<file path="src/rtl/vga_pattern_gen.sv">
`timescale 1ns/1ps
//-----------------------------------------------------------------------------
// vga_pattern_gen
//
// Purpose:
//   Parametrised VGA timing and test-pattern generator. It sits directly
//   behind the pixel-clock divider and drives the VGA DAC / connector pins.
//   Horizontal and vertical counters walk the full raster, including the
//   porches and sync pulses. A colour index steps once every FRAMES_PER_STEP
//   frames. That index is mapped onto one of four patterns (solid, bars,
//   checkerboard, black). Every output is registered, so all outputs show
//   the same raster position one cycle after the counters held it.
//
// Ports:
//   clk          in   1   pixel clock
//   rst_n        in   1   asynchronous active-low reset
//   en           in   1   pixel enable; nothing advances while low
//   mode         in   2   pattern select (00 solid, 01 bars, 10 checker,
//                          11 black); takes effect at the next frame boundary
//   h_sync       out  1   horizontal sync, asserted level = SYNC_POL
//   v_sync       out  1   vertical sync, asserted level = SYNC_POL
//   onscreen     out  1   high while the current pixel is in the active area
//   R, G, B      out  CW  colour channels
//   frame_start  out  1   one-cycle pulse on pixel (0,0) of each frame
//   color        out  3   current colour index
//
// Configuration macro:
//   VGA_BORDER_EN  when defined, the outermost ring of active pixels is
//                  driven all-ones on R/G/B in every mode.
//-----------------------------------------------------------------------------
module vga_pattern_gen #(
    parameter int H_ACTIVE        = 640,
    parameter int H_FP            = 16,
    parameter int H_SYNC          = 96,
    parameter int H_BP            = 48,
    parameter int V_ACTIVE        = 480,
    parameter int V_FP            = 10,
    parameter int V_SYNC          = 2,
    parameter int V_BP            = 33,
    parameter int SYNC_POL        = 0,
    parameter int CW              = 1,
    parameter int FRAMES_PER_STEP = 60,
    parameter int BAR_SHIFT       = 7
) (
    input  logic          clk,
    input  logic          rst_n,
    input  logic          en,
    input  logic [1:0]    mode,
    output logic          h_sync,
    output logic          v_sync,
    output logic          onscreen,
    output logic [CW-1:0] R,
    output logic [CW-1:0] G,
    output logic [CW-1:0] B,
    output logic          frame_start,
    output logic [2:0]    color
);

    //-------------------------------------------------------------------------
    // Derived geometry
    //-------------------------------------------------------------------------
    localparam int H_TOTAL = H_ACTIVE + H_FP + H_SYNC + H_BP;
    localparam int V_TOTAL = V_ACTIVE + V_FP + V_SYNC + V_BP;
    localparam int HW      = $clog2(H_TOTAL);
    localparam int VW      = $clog2(V_TOTAL);
    // A one-frame step still needs a (trivially constant) 1-bit counter.
    localparam int FW      = (FRAMES_PER_STEP > 1) ? $clog2(FRAMES_PER_STEP) : 1;

    localparam logic [HW-1:0] H_LAST = HW'(H_TOTAL - 1);
    localparam logic [VW-1:0] V_LAST = VW'(V_TOTAL - 1);
    localparam logic [HW-1:0] H_ONE  = HW'(1'b1);
    localparam logic [VW-1:0] V_ONE  = VW'(1'b1);
    localparam logic [FW-1:0] F_LAST = FW'(FRAMES_PER_STEP - 1);
    localparam logic [FW-1:0] F_ONE  = FW'(1'b1);

    // Window bounds are held at 32 bits so the sync end may equal the
    // total (zero back porch) without overflowing the counter width.
    localparam logic [31:0] H_ACT_W   = 32'(H_ACTIVE);
    localparam logic [31:0] H_SS_W    = 32'(H_ACTIVE + H_FP);
    localparam logic [31:0] H_SE_W    = 32'(H_ACTIVE + H_FP + H_SYNC);
    localparam logic [31:0] V_ACT_W   = 32'(V_ACTIVE);
    localparam logic [31:0] V_SS_W    = 32'(V_ACTIVE + V_FP);
    localparam logic [31:0] V_SE_W    = 32'(V_ACTIVE + V_FP + V_SYNC);
    localparam logic [31:0] H_EDGE_W  = 32'(H_ACTIVE - 1);
    localparam logic [31:0] V_EDGE_W  = 32'(V_ACTIVE - 1);

    localparam logic SYNC_ON = (SYNC_POL != 0) ? 1'b1 : 1'b0;

    //-------------------------------------------------------------------------
    // Helper functions
    //-------------------------------------------------------------------------

    // Pattern colour index for one pixel. Index 0 is black, which also
    // serves as the black pattern.
    function automatic logic [2:0] pattern_idx(
        input logic [1:0] pat,
        input logic [2:0] colour,
        input logic [2:0] h_cell,
        input logic [2:0] v_cell
    );
        logic [2:0] idx;
        case (pat)
            2'b00:   idx = colour;
            2'b01:   idx = h_cell + colour;
            2'b10:   idx = (h_cell[0] ^ v_cell[0]) ? colour : ~colour;
            2'b11:   idx = 3'd0;
            default: idx = 3'd0;
        endcase
        return idx;
    endfunction

    // Replicate one index bit across a full colour channel.
    function automatic logic [CW-1:0] chan(input logic bit_in);
        return {CW{bit_in}};
    endfunction

    //-------------------------------------------------------------------------
    // Registers
    //-------------------------------------------------------------------------
    logic [HW-1:0] h_cnt_q, h_cnt_d;
    logic [VW-1:0] v_cnt_q, v_cnt_d;
    logic [FW-1:0] frame_cnt_q, frame_cnt_d;
    logic [2:0]    colour_q, colour_d;
    logic [1:0]    mode_q, mode_d;

    logic          h_sync_q, h_sync_d;
    logic          v_sync_q, v_sync_d;
    logic          onscreen_q, onscreen_d;
    logic [CW-1:0] r_q, r_d;
    logic [CW-1:0] g_q, g_d;
    logic [CW-1:0] b_q, b_d;
    logic          frame_start_q, frame_start_d;
    logic [2:0]    color_out_q, color_out_d;

    //-------------------------------------------------------------------------
    // Decode of the current raster position
    //-------------------------------------------------------------------------
    logic [31:0] h_pos_s;
    logic [31:0] v_pos_s;
    logic        active_s;
    logic        h_sync_win_s;
    logic        v_sync_win_s;
    logic        frame_end_s;
    logic        frame_first_s;
    logic [2:0]  h_cell_s;
    logic [2:0]  v_cell_s;
    logic [2:0]  pix_idx_s;
    logic        border_s;

    assign h_pos_s  = 32'(h_cnt_q);
    assign v_pos_s  = 32'(v_cnt_q);
    // Cell coordinates wrap at 8 cells; only the low 3 bits matter.
    assign h_cell_s = 3'(h_cnt_q >> BAR_SHIFT);
    assign v_cell_s = 3'(v_cnt_q >> BAR_SHIFT);

    // Region, sync window and frame-boundary decode
    always_comb begin
        active_s      = (h_pos_s < H_ACT_W) && (v_pos_s < V_ACT_W);
        h_sync_win_s  = (h_pos_s >= H_SS_W) && (h_pos_s < H_SE_W);
        v_sync_win_s  = (v_pos_s >= V_SS_W) && (v_pos_s < V_SE_W);
        frame_end_s   = (h_cnt_q == H_LAST) && (v_cnt_q == V_LAST);
        frame_first_s = (h_cnt_q == HW'(1'b0)) && (v_cnt_q == VW'(1'b0));
    end

    // Outer ring of the active area (constant low when the border is off)
    always_comb begin
`ifdef VGA_BORDER_EN
        border_s = active_s &&
                   ((h_pos_s == 32'd0) || (h_pos_s == H_EDGE_W) ||
                    (v_pos_s == 32'd0) || (v_pos_s == V_EDGE_W));
`else
        border_s = 1'b0;
`endif
    end

    // Pattern index for the current pixel; blanked outside the active area
    always_comb begin
        if (active_s) begin
            pix_idx_s = pattern_idx(mode_q, colour_q, h_cell_s, v_cell_s);
        end else begin
            pix_idx_s = 3'd0;
        end
    end

    //-------------------------------------------------------------------------
    // Raster counters, frame counter, colour step and mode latch
    //-------------------------------------------------------------------------

    // Next-state for the raster walk and per-frame bookkeeping
    always_comb begin
        h_cnt_d     = h_cnt_q;
        v_cnt_d     = v_cnt_q;
        frame_cnt_d = frame_cnt_q;
        colour_d    = colour_q;
        mode_d      = mode_q;
        if (en) begin
            if (h_cnt_q == H_LAST) begin
                h_cnt_d = HW'(1'b0);
                if (v_cnt_q == V_LAST) begin
                    v_cnt_d = VW'(1'b0);
                end else begin
                    v_cnt_d = v_cnt_q + V_ONE;
                end
            end else begin
                h_cnt_d = h_cnt_q + H_ONE;
            end

            // Mode and colour only change between frames so a frame is
            // never drawn with a mix of two patterns or colours.
            if (frame_end_s) begin
                mode_d = mode;
                if (frame_cnt_q == F_LAST) begin
                    frame_cnt_d = FW'(1'b0);
                    colour_d    = colour_q + 3'd1;
                end else begin
                    frame_cnt_d = frame_cnt_q + F_ONE;
                end
            end else begin
                mode_d = mode_q;
            end
        end else begin
            h_cnt_d     = h_cnt_q;
            v_cnt_d     = v_cnt_q;
            frame_cnt_d = frame_cnt_q;
            colour_d    = colour_q;
            mode_d      = mode_q;
        end
    end

    // State registers for the raster walk and per-frame bookkeeping
    always_ff @(posedge clk or negedge rst_n) begin
        if (!rst_n) begin
            h_cnt_q     <= HW'(1'b0);
            v_cnt_q     <= VW'(1'b0);
            frame_cnt_q <= FW'(1'b0);
            colour_q    <= 3'd0;
            mode_q      <= 2'b00;
        end else begin
            h_cnt_q     <= h_cnt_d;
            v_cnt_q     <= v_cnt_d;
            frame_cnt_q <= frame_cnt_d;
            colour_q    <= colour_d;
            mode_q      <= mode_d;
        end
    end

    //-------------------------------------------------------------------------
    // Output stage: one register per output, all loaded from the same
    // counter state so every pin refers to the same pixel.
    //-------------------------------------------------------------------------

    // Next values for the registered outputs
    always_comb begin
        h_sync_d      = h_sync_q;
        v_sync_d      = v_sync_q;
        onscreen_d    = onscreen_q;
        r_d           = r_q;
        g_d           = g_q;
        b_d           = b_q;
        frame_start_d = frame_start_q;
        color_out_d   = color_out_q;
        if (en) begin
            h_sync_d      = h_sync_win_s ? SYNC_ON : ~SYNC_ON;
            v_sync_d      = v_sync_win_s ? SYNC_ON : ~SYNC_ON;
            onscreen_d    = active_s;
            frame_start_d = frame_first_s;
            color_out_d   = colour_q;
            if (border_s) begin
                r_d = {CW{1'b1}};
                g_d = {CW{1'b1}};
                b_d = {CW{1'b1}};
            end else begin
                r_d = chan(pix_idx_s[2]);
                g_d = chan(pix_idx_s[1]);
                b_d = chan(pix_idx_s[0]);
            end
        end else begin
            h_sync_d      = h_sync_q;
            v_sync_d      = v_sync_q;
            onscreen_d    = onscreen_q;
            r_d           = r_q;
            g_d           = g_q;
            b_d           = b_q;
            frame_start_d = frame_start_q;
            color_out_d   = color_out_q;
        end
    end

    // Output registers; syncs reset to their deasserted level
    always_ff @(posedge clk or negedge rst_n) begin
        if (!rst_n) begin
            h_sync_q      <= ~SYNC_ON;
            v_sync_q      <= ~SYNC_ON;
            onscreen_q    <= 1'b0;
            r_q           <= {CW{1'b0}};
            g_q           <= {CW{1'b0}};
            b_q           <= {CW{1'b0}};
            frame_start_q <= 1'b0;
            color_out_q   <= 3'd0;
        end else begin
            h_sync_q      <= h_sync_d;
            v_sync_q      <= v_sync_d;
            onscreen_q    <= onscreen_d;
            r_q           <= r_d;
            g_q           <= g_d;
            b_q           <= b_d;
            frame_start_q <= frame_start_d;
            color_out_q   <= color_out_d;
        end
    end

    assign h_sync      = h_sync_q;
    assign v_sync      = v_sync_q;
    assign onscreen    = onscreen_q;
    assign R           = r_q;
    assign G           = g_q;
    assign B           = b_q;
    assign frame_start = frame_start_q;
    assign color       = color_out_q;

endmodule

</file>
<file path="config.mk">
export PLATFORM = sky130hd
export DESIGN_NAME = vga_pattern_gen
export DESIGN_NICKNAME = d
export VERILOG_FILES = /design/src/rtl/vga_pattern_gen.sv
export SDC_FILE = /design/constraint.sdc
export NUM_CORES = 1
export LEC_CHECK = 0
export ABC_AREA = 1
export CORE_MARGIN = 3
export CORE_UTILIZATION = 38
export DETAILED_ROUTE_END_ITERATION = 10
export PLACE_DENSITY = 0.58
export SYNTH_ARGS = -nofsm -noshare
export SYNTH_HDL_FRONTEND = slang
export SYNTH_SLANG_ARGS = --single-unit
</file>
<file path="constraint.sdc">
create_clock -name clk -period 1.8 [get_ports clk]
set_input_delay 0.18 -clock clk [delete_from_list [all_inputs] [get_ports clk]]
set_output_delay 0.18 -clock clk [all_outputs]
set_load 0.02 [all_outputs]
</file>
==> metrics.md, run 1 <==
| Metric | Value |
|---|---|
| Status | `completed` |
| Largest net degree at the start of global routing | `42` |
| Syn Inst Count | `~340` |
| GPL Wtd Cong | `0.885` |
| Post-synth top area share | `0.392` |
| Worst-path clk slew | `0.09 ns` |
| Post-detailed-route DRC marker count | `0` |
| Row count | `28` |
| Setup TNS | `0 ns` |
| Critical path type | `flop to flop` |
| CTS buffer count | `5` |
| Vias in the first global route | `2033` |
| Initial Utilization | `0.406` |
| Synth area leaders | `dfrtp_1 (39%), nand2_1 (14%), nor2_1 (6.5%)` |
| Crit path cell chain | `ha_1 -> nand2_2 -> nor2_4 -> nand3_4 -> nor2_4 -> inv_2 -> nand2_1 -> o21ai_1` |
| Filler Cell Count | `608` |
| Worst-Skew Late Latency | `slightly below 0.3 ns` |
| Final Hold Vio Count | `0` |
| Final Total Pwr | `2.33 mW` |
| Warnings, synthesis | `0` |
| Total net switching power | `around 0.84 mW` |
| Antenna Cells | `0` |
| Grt ovf | `0` |
| Cell Int Power | `around 1.5 mW` |
| Worst Max-Slew Pin Slew | `between 0.5 and 0.6 ns` |
| Vias per std cell | `around 4.8` |
| Drt initial violations | `107` |
| Detailed placement HPWL | `~3900 um` |
| Final setup violation count | `0` |
| CP Max Fanout | `10` |
| All-Layer GR Usage | `0.155` |
| Initial antenna violation count | `0` |
| Setup Skew | `0.0117 ns` |
| Max Freq | `0.615 GHz` |
| Hold WC Path Type | `input pin to flop` |
| Post-Route Utilization | `0.469` |
| Final Net Count | `379` |
| First-pass GRT wire length | `9470 um` |
| Combinational power share | `0.248` |
| Clock share of power | `0.262` |
| Multi-input logic area | `0.00126 mm2` |
| Lkg Pwr | `1.42 nW` |
| CTS H-tree depth | `2` |
| Synth area leader | `dfrtp_1` |
| Root buf cell | `clkbuf_8` |
| Clk buf depth | `2` |
| Mean cell area of the mapped netlist | `7.38 um2` |
| FF+latch area | `0.00103 mm2` |
| Pre-antenna DRT Iters | `4` |
| Switching share of power | `0.361` |
| Crit. End Element | `flop` |
| Period utilisation layout | `0.904` |
| Die height | `86.9 um` |
| Rel. slew slack | `0.642` |
| Critical path's largest stage delay | `0.41 ns` |
| Startpoint types | `flop` |
| Layout cell share with drive strength beyond 1 | `0.131` |
| Critical Path Slowest Stage Cell | `dfrtp_1` |
| Worst Path Required | `1.97 ns` |
| Crit path DAT | `1.80 ns` |
| Port bufs | `14` |
| #FFs+latches synth | `41` |
| Clock sinks | `41` |
| Pwr Density | `~800 mW/mm2` |
| RSZ-0062 raised after global routing | `false` |
| Reg power frac | `0.490` |
| Crit path top cell by count | `nor2_4` |
| Sequential area share after synthesis | `0.413` |
| Crit path time final | `1.63 ns` |
| MaxCap Viol Count | `0` |
| Top Ports | `15` |
| Core area | `around 0.0061 mm2` |
| CTS tree | `built` |
| Max Slew Vio Count | `0` |
| Area Overhead vs Synth | `15.6%` |
| Die Width | `86.9 um` |
| Synthesized Nets | `350` |
| Count of cell types in the netlist | `32` |
| Antenna-violating nets left | `0` |
| Routed vias | `2109` |
| Wirelength per Cell | `12.0 um` |
| Routed WL | `between 5000 and 6000 um` |
| Total die area | `0.00755 mm2` |
| Peak VDD IR | `533 uV` |
| Cell Area, Synth | `0.00249 mm2` |
## cell usage after synthesis (all sizes together)
cell type / number
a211o: 1
a21oi: 6
buf: 4
clkbuf: 1
clkinv: 1
dfrtp: 39
dfstp: 2
fa: 1
ha: 7
inv: 43
nand2: 94
nand3: 33
nand3b: 1
nand4: 7
nor2: 48
nor3: 4
nor3b: 2
nor4: 3
o21ai: 25
or2: 7
xor2: 8
## registers in the layout, summed over array words and instances, names as in the netlist
| name | cells |
|---|---|
| h_sync | 1 |
| h_cnt_q | 10 |
| R | 1 |
| colour_q | 3 |
| frame_start | 1 |
| onscreen | 1 |
| color | 3 |
| v_sync | 1 |
| B | 1 |
| G | 1 |
| v_cnt_q | 10 |
| frame_cnt_q | 6 |
| mode_q | 2 |
## logic make-up after synthesis
logic type,Yosys count,synth area share
and+or+nand+nor,199,0.370
buffers and inverters,49,0.0790
DFF,41,0.413
AOI/OAI and AO/OA,32,0.0659
xor gates and xnor gates,8,0.0282
adders and majority gates,8,0.0433
## layout by cell type (no fill, tap or decap)
| master | n |
|---|---|
| nand4_1 | 6 |
| nand2_2 | 2 |
| nor2_1 | 43 |
| o21ai_1 | 4 |
| inv_2 | 3 |
| fa_2 | 1 |
| nor4_1 | 3 |
| clkbuf_8 | 5 |
| nand2_1 | 91 |
| buf_2 | 1 |
| a21oi_1 | 6 |
| clkinvlp_4 | 1 |
| or2_2 | 7 |
| clkdlybuf4s50_1 | 13 |
| nand3_2 | 2 |
| xor2_1 | 8 |
| nand3_4 | 1 |
| ha_1 | 7 |
| nor3_2 | 1 |
| nand3b_1 | 1 |
| nand2_4 | 1 |
| dfstp_2 | 2 |
| clkinv_2 | 3 |
| dlygate4sd3_1 | 1 |
| dfrtp_1 | 39 |
| nor2_2 | 2 |
| nor2_4 | 3 |
| a211o_1 | 1 |
| inv_1 | 40 |
| nand3_1 | 30 |
| o21ai_0 | 21 |
| nor3_1 | 3 |
| nor3b_1 | 2 |
| nand4_2 | 1 |
| buf_4 | 12 |
## per-stage QoR
step           instances  worst slack, ns  area (um2)  hold slack (ns)
6_report             442            0.173        2880            0.448
4_1_cts              439           0.0779        2850            0.447
5_1_grt              442           0.0287        2880            0.465
2_1_floorplan        337            0.198        2490           -0.116
3_3_place_gp         430            0.140        2750            0.288
3_5_place_dp         430           0.0869        2750            0.287
## power by group through the flow
stage	logic (mW)	registers, mW	clock network [mW]
finish	0.578	1.14	0.611
global route	0.677	1.16	0.676
CTS	0.575	1.14	0.641
detailed placement	0.569	1.16	0
global placement	0.562	1.16	0
floorplan	0.443	1.13	0
## worst max-delay path, delay by kind of cell (launching register included)
family / cells / cell delay (ns)
buffers and inverters: 1 / 0.12
AOI/OAI and AO/OA: 1 / 0.06
adders and majority gates: 1 / 0.24
DFF: 1 / 0.41
and+or+nand+nor: 5 / 0.67
## metal layers
metal  wire length [um]  GRT usage  up-vias
li1                   -          -     1132
met2               2340      0.237       25
met3                136     0.0312        4
met1               2800      0.225      948
met5                  0          0        -
met4                 31     0.0382        0
## path summary, 6_finish.rpt
kind                       startpoint         end  slack, ns  depth (start not counted)
max                        h_cnt_q[0]  v_cnt_q[4]       0.17                          8
min                           mode[1]   mode_q[1]       0.45                          3
max reg2reg                h_cnt_q[0]  v_cnt_q[4]       0.17                          8
min reg2reg                         G           G       0.48                          2
max in group asynchronous       rst_n      v_sync       0.93                          3
min in group asynchronous       rst_n  h_cnt_q[0]       0.48                          3
## what timing repair did
action,4_1_cts,5_1_grt
endpoints found under the setup margin,0,1
hold endpoints to repair,39,0
hold buffers,1,0
buffers inserted,0,3
resized for setup,0,2
## area by class of cell
class | instances | area share
inverter | 44 | 0.0579
timing repair buffer | 27 | 0.0818
clock buffer | 5 | 0.0239
sequential | 41 | 0.358
multi-input combinational | 247 | 0.440
clock inverter | 3 | 0.00609
tap | 75 | 0.0326
No activity file was read; power rests on OpenSTA's default activity.
==> inputs of run 2 (changes only) <==
--- a/config.mk
+++ b/config.mk
@@ -9,6 +9,7 @@
 export CORE_MARGIN = 3
 export CORE_UTILIZATION = 38
 export DETAILED_ROUTE_END_ITERATION = 10
+export MAX_ROUTING_LAYER = met4
 export PLACE_DENSITY = 0.58
 export SYNTH_ARGS = -nofsm -noshare
 export SYNTH_HDL_FRONTEND = slang
==> metrics.md, run 2 (synthesis gave the netlist of run 1 again) <==
| Metric | Value |
|---|---|
| Status | `completed` |
| CTS H-tree depth | `2` |
| Crit path time final | `1.62 ns` |
| Biggest regs | `h_cnt_q: 10 flops, v_cnt_q: 10 flops, frame_cnt_q: 6 flops` |
| Detailed placement HPWL | `3840 um` |
| Post-detailed-route DRC marker count | `0` |
| Vias per std cell | `slightly below 5` |
| Clock sinks | `41` |
| Core area | `0.00613 mm2` |
| Lkg Pwr | `about 1.4 nW` |
| Final Total Pwr | `between 2 and 2.5 mW` |
| Period utilisation layout | `0.901` |
| First-pass GRT wire length | `a little over 9000 um` |
| Clk buf depth | `2` |
| Routed WL | `around 5200 um` |
| CTS buffer count | `5` |
| Grt ovf | `0` |
| Routed vias | `~2.1k` |
| Antenna Cells | `0` |
| All-Layer GR Usage | `0.159` |
| Setup Skew | `0.0129 ns` |
| Final Net Count | `377` |
| Worst Max-Slew Pin Slew | `0.535 ns` |
| Hold WC Path Type | `input pin to flop` |
| Critical Path Slowest Stage Cell | `dfrtp_1` |
| Max Freq | `0.616 GHz` |
| MaxCap Viol Count | `0` |
| Top Ports | `15` |
| Setup WS post-layout | `around 0.18 ns` |
| Crit path DAT | `1.82 ns` |
| Commonest non-fill, non-tap cell in the layout | `nand2_1` |
| Antenna-violating nets left | `0` |
| Area Overhead vs Synth | `15.6%` |
| Critical path type | `flop to flop` |
| Crit path cell chain | `ha_2 -> inv_1 -> fa_2 -> or2_4 -> nand2_1 -> nand2_1 -> nand3_1 -> nand3_1 -> nand2_1 -> nand2_1` |
| Vias in the first global route | `1985` |
| Largest net degree at the start of global routing | `42` |
| Worst Path Required | `2.00 ns` |
| Crit. End Element | `flop` |
| Die Width | `between 80 and 90 um` |
| Setup TNS | `0 ns` |
| Drt initial violations | `85` |
| Placed Area | `0.00275 mm2` |
| Hold Slack | `0.447 ns` |
| Layout cell share with drive strength beyond 1 | `0.126` |
| Finished Cell Area | `around 0.0029 mm2` |
| Max Slew Vio Count | `0` |
| Pre-antenna DRT Iters | `4` |
| DP Worst Slack | `0.0854 ns` |
| Row count | `28` |
| Rel. slew slack | `0.643` |
| Peak VDD IR | `around 450 uV` |
| Filler Cell Count | `617` |
| Crit path top cell by count | `nand2_1` |
| Critical path's largest stage delay | `0.40 ns` |
| Worst-path clk slew | `roughly 0.080 ns` |
| Final Hold Vio Count | `0` |
| CP Max Fanout | `4` |
| Startpoint types | `flop` |
| CTS tree | `built` |
| Most frequent cells in the layout | `nand2_1 (91), nor2_1 (43), inv_1 (41)` |
| Final setup violation count | `0` |
| Initial Utilization | `0.406` |
| Initial antenna violation count | `0` |
| RSZ-0062 raised after global routing | `false` |
| Root buf cell | `clkbuf_8` |
| GPL Wtd Cong | `0.863` |
| Die height | `around 87 um` |
| Total die area | `~0.0076 mm2` |
| Worst-Skew Late Latency | `0.29 ns` |
| Port bufs | `14` |
| Pwr Density | `around 820 mW/mm2` |
| Wirelength per Cell | `11.9 um` |
-- run 2: per-layer routing --
layer / up-vias / track usage / wire length [um]
li1: 1121 / - / -
met3: 7 / 0.0397 / 206
met4: 0 / 0.0453 / 80
met5: - / - / 0
met1: 973 / 0.217 / 2660
met2: 31 / 0.235 / 2300
-- run 2: worst max-delay path: cells and delay by family (launching register included) --
family	cells	cell delay [ns]
AND/OR/NAND/NOR	7	0.57
adder cells (fa/ha/maj)	2	0.50
flip-flops	1	0.40
buffers and inverters	1	0.04
-- run 2: power breakdown --
part           switching (mW)  internal [mW]
sequential              0.120           1.02
clock                   0.327          0.311
combinational           0.373          0.200
-- run 2: metrics by stage --
| step | utilization | std cells |
|---|---|---|
| after detailed placement | 0.449 | 430 |
| final | 0.469 | 440 |
| after global placement | 0.449 | 430 |
| after CTS | 0.467 | 439 |
| after floorplan | - | 337 |
| after global routing | 0.469 | 440 |
-- run 2: path summary, 6_finish.rpt --
check	to	cells after the start	slack, ns	start
max	R	10	0.18	colour_q[0]
min	mode_q[1]	3	0.45	mode[1]
max reg2reg	R	10	0.18	colour_q[0]
min reg2reg	G	2	0.48	G
max in group asynchronous	v_sync	3	0.93	rst_n
min in group asynchronous	h_cnt_q[0]	3	0.48	rst_n
-- run 2: final cells by class --
class                      count  area [um2]  share of cell area
clock buffer                   6        82.6              0.0287
clock inverter                 2        13.8             0.00479
inverter                      44         166              0.0579
multi-input combinational    247        1270               0.442
sequential                    41        1030               0.358
tap                           75        93.8              0.0326
timing repair buffer          25         220              0.0766
-- run 2: timing repair --
action / 4_1_cts / 5_1_grt
gates resized for setup: 0 / 3
buffers inserted: 0 / 1
hold buffers: 1 / 0
setup endpoints to repair: 0 / 1
endpoints found under the hold margin: 39 / 0
==> inputs of run 3 (changes only) <==
--- a/config.mk
+++ b/config.mk
@@ -10,7 +10,6 @@
 export CORE_UTILIZATION = 38
 export DETAILED_ROUTE_END_ITERATION = 10
 export MAX_ROUTING_LAYER = met4
-export PLACE_DENSITY = 0.58
 export SYNTH_ARGS = -nofsm -noshare
 export SYNTH_HDL_FRONTEND = slang
 export SYNTH_SLANG_ARGS = --single-unit
==> metrics.md, run 3 (synthesis gave the netlist of run 1 again) <==
| Metric | Value |
|---|---|
| Status | `completed` |
| Clock sinks | `just over 40` |
| Peak VDD IR | `~490 uV` |
| Crit path DAT | `1.85 ns` |
| Pwr Density | `about 850 mW/mm2` |
| Hold WC Path Type | `input pin to asynchronous set/reset pin` |
| Filler Cell Count | `628` |
| Setup Skew | `0.00866 ns` |
| Rel. slew slack | `0.747` |
| Period utilisation layout | `0.915` |
| Antenna Cells | `0` |
| Initial Utilization | `0.406` |
| Largest net degree at the start of global routing | `42` |
| Worst Max-Slew Pin Slew | `between 0.3 and 0.4 ns` |
| RSZ-0062 raised after global routing | `false` |
| Row count | `28` |
| Layout cell share with drive strength beyond 1 | `0.128` |
| Worst-path clk slew | `about 0.090 ns` |
| Vias per std cell | `between 4 and 5` |
| Startpoint types | `flop` |
| Worst-Skew Late Latency | `0.30 ns` |
| Setup WS post-layout | `0.153 ns` |
| Grt ovf | `0` |
| Total die area | `0.00755 mm2` |
| Post-Route Utilization | `0.475` |
| Final Hold Vio Count | `0` |
| Routed WL | `5310 um` |
| Non-Filler Instances | `441` |
| Max Slew Vio Count | `0` |
| CTS tree | `built` |
| Post-detailed-route DRC marker count | `0` |
| Max Freq | `0.607 GHz` |
| MaxCap Viol Count | `0` |
| Wirelength per Cell | `about 12 um` |
| GPL Wtd Cong | `a little over 0.9` |
| Commonest non-fill, non-tap cell in the layout | `nand2_1` |
| Port bufs | `14` |
| Drt initial violations | `around 90` |
| Die Width | `86.9 um` |
| Vias in the first global route | `2005` |
| CP Max Fanout | `4` |
| Worst reg-to-reg setup slack | `0.15 ns` |
| All-Layer GR Usage | `0.157` |
| Crit. End Element | `flop` |
| Crit path time final | `1.65 ns` |
| CTS H-tree depth | `2` |
| Root buf cell | `clkbuf_8` |
| Routed vias | `2147` |
| DP Worst Slack | `about 0.10 ns` |
| Initial antenna violation count | `0` |
| Most frequent cells in the layout | `nand2_1 (91), nor2_1 (43), inv_1 (41)` |
| Detailed placement HPWL | `3880 um` |
| Hold Slack | `roughly 0.38 ns` |
| Final Net Count | `378` |
| First-pass GRT wire length | `9360 um` |
| Area Overhead vs Synth | `17.0%` |
| Pre-antenna DRT Iters | `4` |
| Die height | `~87 um` |
| Biggest regs | `h_cnt_q: 10 flops, v_cnt_q: 10 flops, frame_cnt_q: 6 flops` |
| Final setup violation count | `0` |
| Core area | `approximately 0.006 mm2` |
| Clk buf depth | `2` |
| Critical path type | `flop to flop` |
| CTS buffer count | `5` |
| Setup TNS | `0 ns` |
| Worst Path Required | `2.00 ns` |
| Placed insts | `430` |
| Top Ports | `15` |
| Antenna-violating nets left | `0` |
| Lkg Pwr | `1.43 nW` |
## run 3: final timing paths
path / endpoint / depth (start not counted) / from
max: R / 10 / colour_q[0]
min: h_cnt_q[5] / 3 / rst_n
max reg2reg: R / 10 / colour_q[0]
min reg2reg: G / 2 / G
max in group asynchronous: v_sync / 3 / rst_n
min in group clk: mode_q[0] / 3 / mode[0]
## run 3: per-stage QoR
| step | cell area (um2) | total power, mW |
|---|---|---|
| 6_report | 2910 | 2.49 |
| 4_1_cts | 2890 | 2.52 |
| 2_1_floorplan | 2490 | 1.57 |
| 3_3_place_gp | 2770 | 1.73 |
| 3_5_place_dp | 2770 | 1.74 |
| 5_1_grt | 2910 | 2.67 |
## run 3: timing repair
action / CTS / global route
setup endpoints to repair: 0 / 1
resized for setup: 0 / 2
setup buffers: 0 / 2
hold buffers: 1 / 0
hold endpoints to repair: 39 / 0
## run 3: report_power, final
part           leakage [nW]  switching [mW]  internal, mW
Combinational         0.846           0.384         0.206
Sequential            0.526           0.120          1.02
Clock                0.0543           0.341         0.415
## run 3: routing by layer
metal  vias up  global-route usage  wire length (um)
met5         -                   -                 0
li1       1124                   -                 -
met1       974               0.220              2700
met4         0              0.0297                37
met2        43               0.240              2400
met3         6              0.0255               177
## run 3: final cells by class
type	instances	area (um2)	area share
clock buffers	5	68.8	0.0236
clock inverters	3	46.3	0.0159
inverters	44	166	0.0572
repair buffers	26	240	0.0825
well taps	75	93.8	0.0322
flip-flops and latches	41	1030	0.354
multi-input cells	247	1260	0.435
## run 3: critical path, stage by stage, from the launching register on
cell and delay (ns):
dfrtp_1 0.40, ha_1 0.16, inv_1 0.05, fa_2 0.32
or2_2 0.29, nand2_1 0.06, nand2_1 0.05, nand3_1 0.07
nand3_1 0.06, nand2_1 0.06, nand2_1 0.04
